**config.mk**
```make
export PLATFORM = sky130hd
export DESIGN_NAME = instr_mem_loader_flat
export DESIGN_NICKNAME = d
export VERILOG_FILES = /design/src/rtl/instr_mem_loader_if.sv /design/src/rtl/instr_mem_loader.sv /design/src/flat_wrapper.sv
export SDC_FILE = /design/constraint.sdc
export NUM_CORES = 1
export LEC_CHECK = 0
export BUFFER_PORTS_ARGS = -buffer_cell sky130_fd_sc_hd__buf_2
export CAP_MARGIN = 20
export CORE_MARGIN = 1.5
export CORE_UTILIZATION = 59
export DETAILED_ROUTE_END_ITERATION = 8
export GPL_ROUTABILITY_DRIVEN = 0
export PLACE_DENSITY = 0.84
export SLEW_MARGIN = 20
export SYNTH_ARGS = -nofsm -noshare
export SYNTH_HDL_FRONTEND = slang
export SYNTH_SLANG_ARGS = --single-unit
```
**constraint.sdc**
```tcl
create_clock -name clk -period 5.4 [get_ports clk]
set_clock_uncertainty 0.1 [all_clocks]
set_input_delay 0.27 -clock clk [delete_from_list [all_inputs] [get_ports clk]]
set_output_delay 0.27 -clock clk [all_outputs]
set_load 0.005 [all_outputs]
```
**src/rtl/instr_mem_loader_if.sv**
```systemverilog
// instr_mem_loader_if: byte-stream input, instruction-memory write port and load status of the loader
interface instr_mem_loader_if #(parameter int ADDR_W = 7);
  logic              start;
  logic [7:0]        byte_in;
  logic              byte_valid;
  logic              byte_ready;
  logic              mem_we;
  logic [ADDR_W-1:0] mem_addr;
  logic [31:0]       mem_wdata;
  logic              cpu_hold;
  logic              done;
  logic              overflow;
  logic [ADDR_W:0]   word_count;
  modport master (
    output start, byte_in, byte_valid,
    input  byte_ready, mem_we, mem_addr, mem_wdata, cpu_hold, done, overflow, word_count
  );
  modport slave (
    input  start, byte_in, byte_valid,
    output byte_ready, mem_we, mem_addr, mem_wdata, cpu_hold, done, overflow, word_count
  );
endinterface

```
**src/rtl/instr_mem_loader.sv**
```systemverilog
// instr_mem_loader: packs a byte stream MSB-first into 32-bit words and writes them to instruction memory until END
module instr_mem_loader #(
  parameter int          DEPTH    = 128,
  parameter int          ADDR_W   = 7,
  parameter logic [31:0] END_WORD = 32'hFFFF_FFFF
) (
  input logic               clk,
  input logic               rst,
  instr_mem_loader_if.slave bus
);
  typedef enum logic [2:0] {IDLE, COLLECT, WRITE, DONE, ERR} state_t;
  state_t            state_q, state_d;
  logic [23:0]       shift_q, shift_d;
  logic [1:0]        idx_q, idx_d;
  logic [ADDR_W-1:0] mem_addr_q, mem_addr_d;
  logic [31:0]       mem_wdata_q, mem_wdata_d;
  logic [ADDR_W:0]   word_count_q, word_count_d;
  logic              byte_ready_q, byte_ready_d;
  logic              mem_we_q, mem_we_d;
  logic              cpu_hold_q, cpu_hold_d;
  logic              done_q, done_d;
  logic              overflow_q, overflow_d;
  logic              can_start, fire, is_end, is_last;
  assign can_start = (state_q == IDLE) || (state_q == DONE) || (state_q == ERR);
  assign fire      = (state_q == COLLECT) && bus.byte_valid && byte_ready_q;
  assign is_end    = mem_wdata_q == END_WORD;
  assign is_last   = mem_addr_q == ADDR_W'(DEPTH - 1);
  always_comb begin
    state_d      = state_q;
    shift_d      = shift_q;
    idx_d        = idx_q;
    mem_addr_d   = mem_addr_q;
    mem_wdata_d  = mem_wdata_q;
    word_count_d = word_count_q;
    if (can_start && bus.start) begin
      state_d      = COLLECT;
      shift_d      = '0;
      idx_d        = '0;
      mem_addr_d   = '0;
      word_count_d = '0;
    end else if (fire) begin
      shift_d     = {shift_q[15:0], bus.byte_in};
      idx_d       = idx_q + 2'd1;
      mem_wdata_d = (idx_q == 2'd3) ? {shift_q, bus.byte_in} : mem_wdata_q;
      state_d     = (idx_q == 2'd3) ? WRITE : COLLECT;
    end else if (state_q == WRITE) begin
      word_count_d = word_count_q + 1'b1;
      state_d      = is_end ? DONE : is_last ? ERR : COLLECT;
      mem_addr_d   = (is_end || is_last) ? mem_addr_q : mem_addr_q + 1'b1;
    end
    // outputs are registered from the next state so they line up with it
    byte_ready_d = state_d == COLLECT;
    mem_we_d     = state_d == WRITE;
    cpu_hold_d   = (state_d == COLLECT) || (state_d == WRITE);
    done_d       = state_d == DONE;
    overflow_d   = state_d == ERR;
  end
  always_ff @(posedge clk or posedge rst) begin
    if (rst) begin
      state_q      <= IDLE;
      shift_q      <= '0;
      idx_q        <= '0;
      mem_addr_q   <= '0;
      mem_wdata_q  <= '0;
      word_count_q <= '0;
      byte_ready_q <= 1'b0;
      mem_we_q     <= 1'b0;
      cpu_hold_q   <= 1'b0;
      done_q       <= 1'b0;
      overflow_q   <= 1'b0;
    end else begin
      state_q      <= state_d;
      shift_q      <= shift_d;
      idx_q        <= idx_d;
      mem_addr_q   <= mem_addr_d;
      mem_wdata_q  <= mem_wdata_d;
      word_count_q <= word_count_d;
      byte_ready_q <= byte_ready_d;
      mem_we_q     <= mem_we_d;
      cpu_hold_q   <= cpu_hold_d;
      done_q       <= done_d;
      overflow_q   <= overflow_d;
    end
  end
  assign bus.byte_ready = byte_ready_q;
  assign bus.mem_we     = mem_we_q;
  assign bus.mem_addr   = mem_addr_q;
  assign bus.mem_wdata  = mem_wdata_q;
  assign bus.cpu_hold   = cpu_hold_q;
  assign bus.done       = done_q;
  assign bus.overflow   = overflow_q;
  assign bus.word_count = word_count_q;
endmodule

```
**src/flat_wrapper.sv**
```systemverilog
// flat-port wrapper written by rule: the top's interface ports become plain ports
module instr_mem_loader_flat 
#(
  parameter int          DEPTH    = 128,
  parameter int          ADDR_W   = 7,
  parameter logic [31:0] END_WORD = 32'hFFFF_FFFF
)
  (clk, rst, bus_start, bus_byte_in, bus_byte_valid, bus_byte_ready, bus_mem_we, bus_mem_addr, bus_mem_wdata, bus_cpu_hold, bus_done, bus_overflow, bus_word_count);
  instr_mem_loader_if #(.ADDR_W(ADDR_W)) bus_i ();
  input logic clk;
  input logic rst;
  input wire logic [$bits(bus_i.start)-1:0] bus_start;
  input wire logic [$bits(bus_i.byte_in)-1:0] bus_byte_in;
  input wire logic [$bits(bus_i.byte_valid)-1:0] bus_byte_valid;
  output wire logic [$bits(bus_i.byte_ready)-1:0] bus_byte_ready;
  output wire logic [$bits(bus_i.mem_we)-1:0] bus_mem_we;
  output wire logic [$bits(bus_i.mem_addr)-1:0] bus_mem_addr;
  output wire logic [$bits(bus_i.mem_wdata)-1:0] bus_mem_wdata;
  output wire logic [$bits(bus_i.cpu_hold)-1:0] bus_cpu_hold;
  output wire logic [$bits(bus_i.done)-1:0] bus_done;
  output wire logic [$bits(bus_i.overflow)-1:0] bus_overflow;
  output wire logic [$bits(bus_i.word_count)-1:0] bus_word_count;
  assign bus_i.start = bus_start;
  assign bus_i.byte_in = bus_byte_in;
  assign bus_i.byte_valid = bus_byte_valid;
  assign bus_byte_ready = bus_i.byte_ready;
  assign bus_mem_we = bus_i.mem_we;
  assign bus_mem_addr = bus_i.mem_addr;
  assign bus_mem_wdata = bus_i.mem_wdata;
  assign bus_cpu_hold = bus_i.cpu_hold;
  assign bus_done = bus_i.done;
  assign bus_overflow = bus_i.overflow;
  assign bus_word_count = bus_i.word_count;
  instr_mem_loader #(.DEPTH(DEPTH), .ADDR_W(ADDR_W), .END_WORD(END_WORD)) u_core (.clk(clk), .rst(rst), .bus(bus_i));
endmodule
```
---- Yosys cells after proc, flatten, opt, wreduce, memory -nomap -nowiden ----
Index checks and enable logic that the tools add are counted.
cells by class
  equality and inequality tests ........... 13
  reductions and logical operators ........ 13
  mux-type cells .......................... 17
  add/sub/neg operators ................... 3
  bitwise logic cells ..................... 1
operators by type and width
  kind                    count
  $mux W24                2
  $eq A32 B32 Y1 const B  1
  $mux W7                 4
  $mux W8                 3
  $mux W3                 5
  $eq A3 B2 Y1 const B    4
  $add A8 B1 Y8 const B   1
  $add A7 B1 Y7 const B   1
  $eq A7 B7 Y1 const B    1
  $eq A3 B1 Y1 const B    2
  $eq A3 B3 Y1 const B    2
  $mux W2                 3
  $reduce_and A3 Y1       2
  $logic_or A1 B1 Y1      4
  $reduce_bool A2 Y1      2
  $logic_and A1 B1 Y1     3
  $logic_not A3 Y1        1
  $add A2 B1 Y2 const B   1
  $eq A2 B2 Y1 const B    1
  $ne A2 B1 Y1 const B    1
  $ne A2 B2 Y1 const B    1
  $reduce_and A2 Y1       1
  $not A1 Y1              1
word-level totals
  logic and storage cells ................. 58
  output and inout bits ................... 52
  bits in registers ....................... 81

---- Longest topological paths before layout ----
Gate-level depths: netlist of the first run.
  word-level depth ........................ 8
  gate-level depth with buffers ........... 7
  gate-level depth less buffers ........... 6

---- Worst setup path before layout of the first run ----
OpenSTA, ideal clock, no wires.
  path kind ............................... reg2reg
  start point ............................. register u_core.state_q[1]
  end point ............................... register u_core.mem_wdata_q[10], in the netlist u_core.bus.mem_wdata[10]
  path slack .............................. 3.526 ns
  required time ........................... 5.175 ns
  arrival ................................. 1.649 ns
  cell stages (with the launch flop) ...... 7
  path buffers ............................ 2
  setup time .............................. 0.125 ns
  cell sequence ........................... dfrtp_1 and4bb_1 nand3_2 inv_2 buf_6 buf_6 mux2_2
on the way
  longest elaborated chain between the ends .. 6
  elaborated cells on any way between the ends .. 11
RTL lines
  what                                              line                    text
  from (decl)                                       instr_mem_loader.sv:12  state_t state_q, state_d;
  from (signal assigned)                            instr_mem_loader.sv:72  state_q <= state_d;
  $eq A3 B2 Y1 or $logic_not A3 Y1 (tied branches)  instr_mem_loader.sv:24  assign can_start = (state_q == IDLE) || (state_q == DONE) || (state_q == ERR);
  $logic_or A1 B1 Y1 (2 in a row)                   instr_mem_loader.sv:24
  $logic_and A1 B1 Y1                               instr_mem_loader.sv:35  if (can_start && bus.start) begin
  $not A1 Y1 (no line)                              n/a
  $reduce_and A3 Y1 (no line) *                     n/a
  to (signal assigned)                              instr_mem_loader.sv:76  mem_wdata_q <= mem_wdata_d;
  to (decl)                                         instr_mem_loader.sv:16  logic [31:0] mem_wdata_q, mem_wdata_d;
Every way passes the cells marked *; elsewhere a longest branch is shown, timed or not.
A chain may end at the register's enable or synchronous reset.

---- Worst setup path after layout of the first run ----
  start point ............................. register u_core.mem_addr_q[0], in the netlist u_core.bus.mem_addr[0]
  end point ............................... register u_core.overflow_q, in the netlist u_core.bus.overflow
on the way
  longest elaborated chain between the ends .. 7
RTL lines
  what                    line                    text
  from (decl)             instr_mem_loader.sv:15  logic [ADDR_W-1:0] mem_addr_q, mem_addr_d;
  from (signal assigned)  instr_mem_loader.sv:75  mem_addr_q <= mem_addr_d;
  $eq A7 B7 Y1            instr_mem_loader.sv:27  assign is_last = mem_addr_q == ADDR_W'(DEPTH - 1);
  $mux W3 (2 in a row)    instr_mem_loader.sv:48  state_d = is_end ? DONE : is_last ? ERR : COLLECT;
  $mux W3                 instr_mem_loader.sv:46  end else if (state_q == WRITE) begin
  $mux W3                 instr_mem_loader.sv:41  end else if (fire) begin
  $mux W3                 instr_mem_loader.sv:35
  net u_core.state_d[2]   instr_mem_loader.sv:12
  $eq A3 B3 Y1            instr_mem_loader.sv:56  overflow_d = state_d == ERR;
  net u_core.overflow_d   instr_mem_loader.sv:22  logic overflow_q, overflow_d;
  to (signal assigned)    instr_mem_loader.sv:82  overflow_q <= overflow_d;
  to (decl)               instr_mem_loader.sv:22
The timed path passes the listed nets, and every way through them passes these cells.

==> results of run 1 <==
layout make-up:
type,instances,area [µm²]
clock inverters,4,76.3
fillers,365,1550
multi-input cells,150,1230
inverters,6,23.8
clock buffers,12,145
well taps,72,90.1
flip-flops and latches,81,2030
repair buffers,66,360
cells in the final DEF, fill, tap and decap left out, types with 3 or more instances in the layout:
| master | count |
|---|---|
| dfrtp_1 | 81 |
| buf_2 | 63 |
| mux2_2 | 30 |
| a22o_1 | 25 |
| nand2_1 | 12 |
| nand4_1 | 11 |
| clkbuf_8 | 10 |
| nor2_1 | 9 |
| a21oi_1 | 4 |
| xor2_1 | 4 |
| inv_1 | 4 |
| nor3_1 | 4 |
| o21ai_0 | 4 |
| xnor2_1 | 3 |
| o21ai_2 | 3 |
| nand3_1 | 3 |
| o31ai_1 | 3 |
| ha_1 | 3 |
path summary, 6_finish.rpt:
| kind | start | endpoint | slack [ps] | cells past startpoint |
|---|---|---|---|---|
| setup / recovery | u_core.bus.mem_addr[0] | u_core.bus.overflow | 2950 | 6 |
| hold / removal | bus_byte_in[0] | u_core.shift_q[0] | 70 | 2 |
| setup reg to reg | u_core.bus.mem_addr[0] | u_core.bus.overflow | 2950 | 6 |
| hold reg to reg | u_core.shift_q[22] | u_core.shift_q[22] | 400 | 1 |
| max in group asynchronous | rst | u_core.shift_q[19] | 4220 | 5 |
| min in group asynchronous | rst | u_core.bus.mem_addr[6] | 400 | 4 |
through the flow:
step | instance area [µm²] | cells | total power, W | util, %
2_1_floorplan | 3380 | 249 | 0.00131 | -
3_3_place_gp | 3700 | 373 | 0.00148 | 67.1
3_5_place_dp | 3700 | 373 | 0.00151 | 67.1
4_1_cts | 3920 | 389 | 0.00200 | 71.2
5_1_grt | 3960 | 391 | 0.00211 | 71.8
6_report | 3960 | 391 | 0.00199 | 71.8
power by group:
part,leakage [nW],total [W],switching (W),internal (W)
logic,0.800,0.000546,0.000261,0.000285
registers,1.07,0.000961,0.000164,0.000797
clock network,0.107,0.000483,0.000208,0.000274
routing by layer:
| layer | track usage [%] | part of all wire, % | vias to the layer above |
|---|---|---|---|
| li1 | - | - | 1045 |
| met3 | 6.28 | 5.5 | 12 |
| met1 | 33.5 | 45 | 1160 |
| met2 | 33.4 | 47 | 75 |
| met5 | 0 | 0 | - |
| met4 | 10.2 | 2.2 | 0 |
flip-flops by register name, summed over array words and instances (netlist names):
signal and count:
u_core.bus.mem_wdata 32, u_core.bus.byte_ready 1, u_core.state_q 3, u_core.bus.overflow 1, u_core.bus.done 1, u_core.idx_q 2, u_core.shift_q 24, u_core.bus.word_count 8
u_core.bus.cpu_hold 1, u_core.bus.mem_we 1, u_core.bus.mem_addr 7
timing repair:
item / in CTS / in global routing
setup endpoints to repair: 0 / 0
hold buffers: 0 / 1
endpoints found under the hold margin: 0 / 21
cells by family after synthesis:
group / count (synthesis) / synth area share [%]
flops: 81 / 60.0
simple gates: 59 / 10.6
compound gates: 47 / 11.8
mux: 34 / 11.3
buf+inv: 18 / 3.48
xor+xnor: 7 / 1.81
fa+ha+maj: 3 / 1.11
worst max-delay path, delay by kind of cell, from the launching register on:
| family | cells | cell delay [ps] |
|---|---|---|
| AND/OR/NAND/NOR | 3 | 1080 |
| adder cells (fa/ha/maj) | 1 | 230 |
| AO/OA/AOI/OAI | 2 | 580 |
| flip-flops | 1 | 400 |
==> out/results.tsv, run 1 <==
stage	metric	value	unit
logic_synthesis	synth_area_leaders	dfrtp_1 (60%), mux2_2 (10%), a22o_1 (6.5%)	
logic_synthesis	synth_ff_type	dfrtp_1	
finish	syn2layout_area_growth	17.1	%
drt	wire_per_inst	17.3	µm
worst_setup_path	path_max_fanout	11	
worst_setup_path	cpPeakStageDelay	730	ps
clock_network	cts_sinks	81	
drt	num_vias	2292	
clock_network	cts_made_buffers	9	
logic_synthesis	syn_area	3380	µm²
worst_setup_path	crit_type	reg2reg	
worst_setup_path	end_kind	flip-flop	
drt	drcViolationCount	0	
sta	setup_violations	0	
worst_setup_path	cp.required	5580	ps
die	die_h	78.7	µm
logic_synthesis	ys_warn_count	0	
clock_network	clock_path_buffers	2	
drt	post_drt_via_cell_ratio	5.86	
die	initial_core_util	61.3	%
logic_synthesis	syn_nets	264	
clock_network	htree_levels	3	
worst_setup_path	cp.arrival	2620	ps
sta	hold_slack	74.0	ps
place	dp_hpwl	4.50	mm
logic_synthesis	yosysSeqAreaShare	60.0	%
grt	grt_usage	23.3	%
power_and_ir_drop	leakagePower	1.98	nW
die	die_w	78.7	µm
sta	rsz0062_at_grt	false	
logic_synthesis	synth_top_area_share	60.0	%
clock_network	cts_tree	built	
clock_network	postCtsSetupBuffers	0	
die	ios	64	
logic_synthesis	synth_top_area_cell	dfrtp_1	
grt	grt_overflow_total	0	
worst_setup_path	cp_slowest_cell	nor3_1	
finish	diodes	0	
worst_setup_path	start_kind	flip-flop	
finish	drive_above_1_share	40.1	%
grt	grt_pass1_vias	2111	
clock_network	ctsResizeCount	0	
drt	drt_pre_antenna_iters	4	
logic_synthesis	synth_cells	249	
logic_synthesis	ys_async_sr_fraction	100	%
logic_synthesis	synth_common_cells	dfrtp_1 (81), mux2_2 (30), a22o_1 (25)	
sta	finalHoldViolations	0	
clock_network	clk_latency	340	ps
outcome	status	completed	
sta	drv_slew	0	
place	portBuffers	63	
clock_network	cts_root_buf	clkbuf_8	
logic_synthesis	synth_edf_count	0	
grt	grt_start_max_net_pins	82	
logic_synthesis	synth_seq_cells	81	
sta	slew_headroom	35.5	%
die	dieArea	6190	µm²
logic_synthesis	avgSynthCellArea	13.6	µm²
sta	worstMarginPinSlew	967	ps
place	preCtsSetupSlack	3010	ps
sta	period_minus_slack	2450	ps
power_and_ir_drop	powerDensity	503	nW/µm²
logic_synthesis	synth.most_common_cell	dfrtp_1	
sta	timing.final.crit_share	45.3	%
drt	first_iter_violations	219	
grt	grt_pass1_wl	10.8	mm
sta	fin_ws	2950	ps
run	maxCapViolations	0	
finish	nets	329	
logic_synthesis	synth_cell_types	47	
worst_setup_path	worstPathCellList	ha_1 > nand3_1 > nor3_1 > o21ai_0 > o21ai_2 > and3_2	
die	rows	27	
sta	tns	0	ps
power_and_ir_drop	peakVddDrop	0.339	mV
die	fp.coreArea	5510	µm²
clock_network	clk_pin_slew	80	ps
drt	wl	6.78	mm
worst_hold_path	hold_class	in2reg	
grt	antenna_found_initial	0	
sta	fmax	0.409	GHz
drt	final_antenna_net_count	0	
Power figures use the tool's default switching activity.
==> inputs of run 2 (changes only) <==
Settings changed: ABC_AREA from default to 1, CORE_UTILIZATION 59 to 50, PLACE_DENSITY 0.84 to 0.76.
Clock period 5.4 ns to 2 ns, I/O delays scaled along.
==> out/results.tsv, run 2 <==
stage	metric	value	unit	change
outcome	status	completed		
logic_synthesis	syn_area	3450	µm²	+2.3%
finish	multi_input_area	1140	µm²	-7.3%
worst_setup_path	worstPathCellList	ha_1 > nand2_1 > nor2_2 > nand3_1 > nor2_1 > nor2_1 > nand2_2 > nand2_1 > a21oi_1 > nor2_1		
die	die_w	86.1	µm	+9.5%
worst_hold_path	whs_path_depth	4		+2
logic_synthesis	synth_seq_cells	81		unchanged
logic_synthesis	synth_ff_type	dfrtp_1		
logic_synthesis	ys_warn_count	0		unchanged
sta	slew_headroom	59.9	%	+24 points
drt	num_vias	2680		+17%
place	post-place-cells	500		+34%
sta	setup_violations	0		unchanged
sta	timing.final.crit_share	89.4	%	+44 points
clock_network	cts_tree	built		
clock_network	cts_root_buf	clkbuf_8		
worst_setup_path	crit_type	reg2reg		
sta	finalHoldViolations	0		unchanged
place	postPlaceCellArea	3880	µm²	+4.9%
logic_synthesis	syn_nets	377		+43%
drt	post_drt_via_cell_ratio	5.09		-13%
die	initial_core_util	51.4	%	-9.9 points
die	fp.coreArea	6720	µm²	+22%
clock_network	htree_levels	3		unchanged
grt	grt_usage	21.6	%	-1.8 points
worst_setup_path	cp.required	2140	ps	-3440 ps
worst_setup_path	cp_top_family	simple AND/OR/NAND/NOR gates		
logic_synthesis	synth_top_area_share	58.7	%	-1.3 points
finish	nets	457		+39%
worst_setup_path	critPathMostFrequentCell	nor2_1		
drt	drt_pre_antenna_iters	4		unchanged
worst_setup_path	cp.arrival	1930	ps	-690 ps
finish	largest_reg_flops	32		unchanged
sta	fmax	0.559	GHz	+37%
power_and_ir_drop	leakagePower	2.09	nW	+5.9%
finish	fin_cells	527		+35%
grt	grt_pass1_vias	2512		+19%
grt	grt_start_max_net_pins	35		-57%
worst_hold_path	hold_start	bus_start		
drt	wire_per_inst	13.7	µm	-21%
logic_synthesis	synth_cell_types	31		-34%
finish	most-common-layout-cells	dfrtp_1 (81), nand2_1 (77), buf_2 (63)		
drt	drcViolationCount	0		unchanged
worst_setup_path	path_buf_inv	0		unchanged
die	ios	64		unchanged
sta	worstMarginPinSlew	600	ps	-367 ps
logic_synthesis	synth_top_area_cell	dfrtp_1		
worst_setup_path	cpPeakStageDelay	400	ps	-330 ps
drt	first_iter_violations	141		-36%
die	dieArea	7420	µm²	+20%
logic_synthesis	synth_cells	362		+45%
worst_setup_path	end_kind	flip-flop		
sta	drv_slew	0		unchanged
finish	fillCellCount	539		+48%
clock_network	cts_made_buffers	9		unchanged
finish	fin_area	4190	µm²	+5.9%
sta	period_minus_slack	1790	ps	-658 ps
finish	seqCellArea	2030	µm²	unchanged
logic_synthesis	avgSynthCellArea	9.54	µm²	-30%
die	die_h	86.1	µm	+9.5%
logic_synthesis	synth_edf_count	0		unchanged
logic_synthesis	synth_area_leaders	dfrtp_1 (59%), nand2_1 (8.4%), inv_1 (5.2%)		
drt	wl	7.23	mm	+6.7%
grt	antenna_found_initial	0		unchanged
power_and_ir_drop	peakVddDrop	0.785	mV	+130%
worst_setup_path	path_max_fanout	6		-5
sta	hold_slack	162	ps	+88.3 ps
finish	syn2layout_area_growth	21.3	%	
clock_network	clk_latency	350	ps	about the same
power_and_ir_drop	powerDensity	1350	nW/µm²	+170%
drt	final_antenna_net_count	0		unchanged
worst_setup_path	rr_endpoint	u_core.bus.mem_addr[2]		
power_and_ir_drop	finalPower	0.00568	W	+190%
die	rows	30		+11%
worst_setup_path	cp_slowest_cell	dfrtp_1		
place	portBuffers	63		unchanged
worst_setup_path	r2r_start	u_core.bus.mem_addr[1]		
logic_synthesis	synth.most_common_cell	dfrtp_1		
run	maxCapViolations	0		unchanged
grt	grt_pass1_wl	12.4	mm	+15%
worst_setup_path	r2r_setup_slack	210	ps	-2740 ps
grt	grt_overflow_total	0		unchanged
place	dp_hpwl	4.95	mm	+10%
worst_hold_path	min_to	u_core.bus.word_count[7]		
worst_setup_path	start_kind	flip-flop		
logic_synthesis	synth_common_cells	dfrtp_1 (81), nand2_1 (77), inv_1 (48)		
worst_setup_path	reg2reg_depth	10		+4
clock_network	clock_path_buffers	2		unchanged
logic_synthesis	ys_async_sr_fraction	100	%	unchanged
worst_hold_path	hold_class	in2reg		
finish	final_core_util	62.4	%	-9.5 points
finish	diodes	0		unchanged
finish	final_common_cell	dfrtp_1		
logic_synthesis	yosysSeqAreaShare	58.7	%	-1.3 points
clock_network	clk_pin_slew	90	ps	about the same
clock_network	cts_sinks	81		unchanged
finish	drive_above_1_share	26.2	%	-14 points
## run 2: cell count changes after synthesis, moves of 18 or more
cell	before	now
o22ai_1	0	24
o21ai_1	0	21
nand2_1	12	77
inv_1	5	48
nor2_1	9	27
mux2_2	30	0
a22o_1	25	0
## run 2: power by group
| group | leakage, nW | internal, W | switching, W |
|---|---|---|---|
| combinational | 0.931 | 0.000792 | 0.00110 |
| sequential | 1.07 | 0.00220 | 0.000362 |
| clock | 0.0925 | 0.000587 | 0.000637 |
| total | 2.09 | 0.00358 | 0.00209 |
## run 2: metal layers
layer / vias to the layer above / share of wire [%] / GRT usage, %
met5: - / 0 / 0
met4: 0 / 1.0 / 7.04
met3: 6 / 4.3 / 5.29
met2: 62 / 46 / 31.5
met1: 1283 / 49 / 31.7
li1: 1329 / - / -
## run 2: worst min-delay path, delay by kind of cell
family          cells  cell delay [ps]
compound gates      1               60
buf+inv             1              100
simple gates        2              310
## run 2: kinds of logic after synthesis
family          count (synthesis)  synth area share (%)
simple gates                  133                  17.0
flops                          81                  58.7
compound gates                 75                  13.4
buf+inv                        64                  8.29
xor+xnor                        6                  1.52
fa+ha+maj                       3                  1.09
## run 2: timing repair
item                                    in CTS  in global routing
endpoints found under the setup margin       0                  1
resized for setup                            0                  1
hold buffers                                10                  0
setup buffers                                0                  1
hold endpoints to repair                    42                  0
## run 2: worst max-delay path by stage
stage	startpoint	cells past startpoint	to
4_1_cts	u_core.bus.mem_addr[0]	10	u_core.bus.mem_addr[2]
2_1_floorplan	u_core.bus.mem_addr[0]	10	u_core.bus.mem_addr[2]
6_report	u_core.bus.mem_addr[1]	10	u_core.bus.mem_addr[2]
5_1_grt	u_core.bus.mem_addr[1]	10	u_core.bus.mem_addr[2]
3_3_place_gp	u_core.bus.mem_addr[0]	10	u_core.bus.mem_addr[2]
3_5_place_dp	u_core.bus.mem_addr[0]	10	u_core.bus.mem_addr[2]
## run 2: stage by stage
step / setup TNS, ps / setup WS, ps
after global routing: -35.1 / -35.1
after global placement: 0 / 251
after CTS: 0 / 175
after floorplan: 0 / 336
final: 0 / 212
after detailed placement: 0 / 194
## run 2: cell type report
class                      instances  area share, %
inverter                          51           4.69
clock buffer                       9           2.96
multi-input combinational        217           27.3
sequential                        81           48.4
timing repair buffer              82           12.4
tap                               80           2.39
clock inverter                     7           1.88
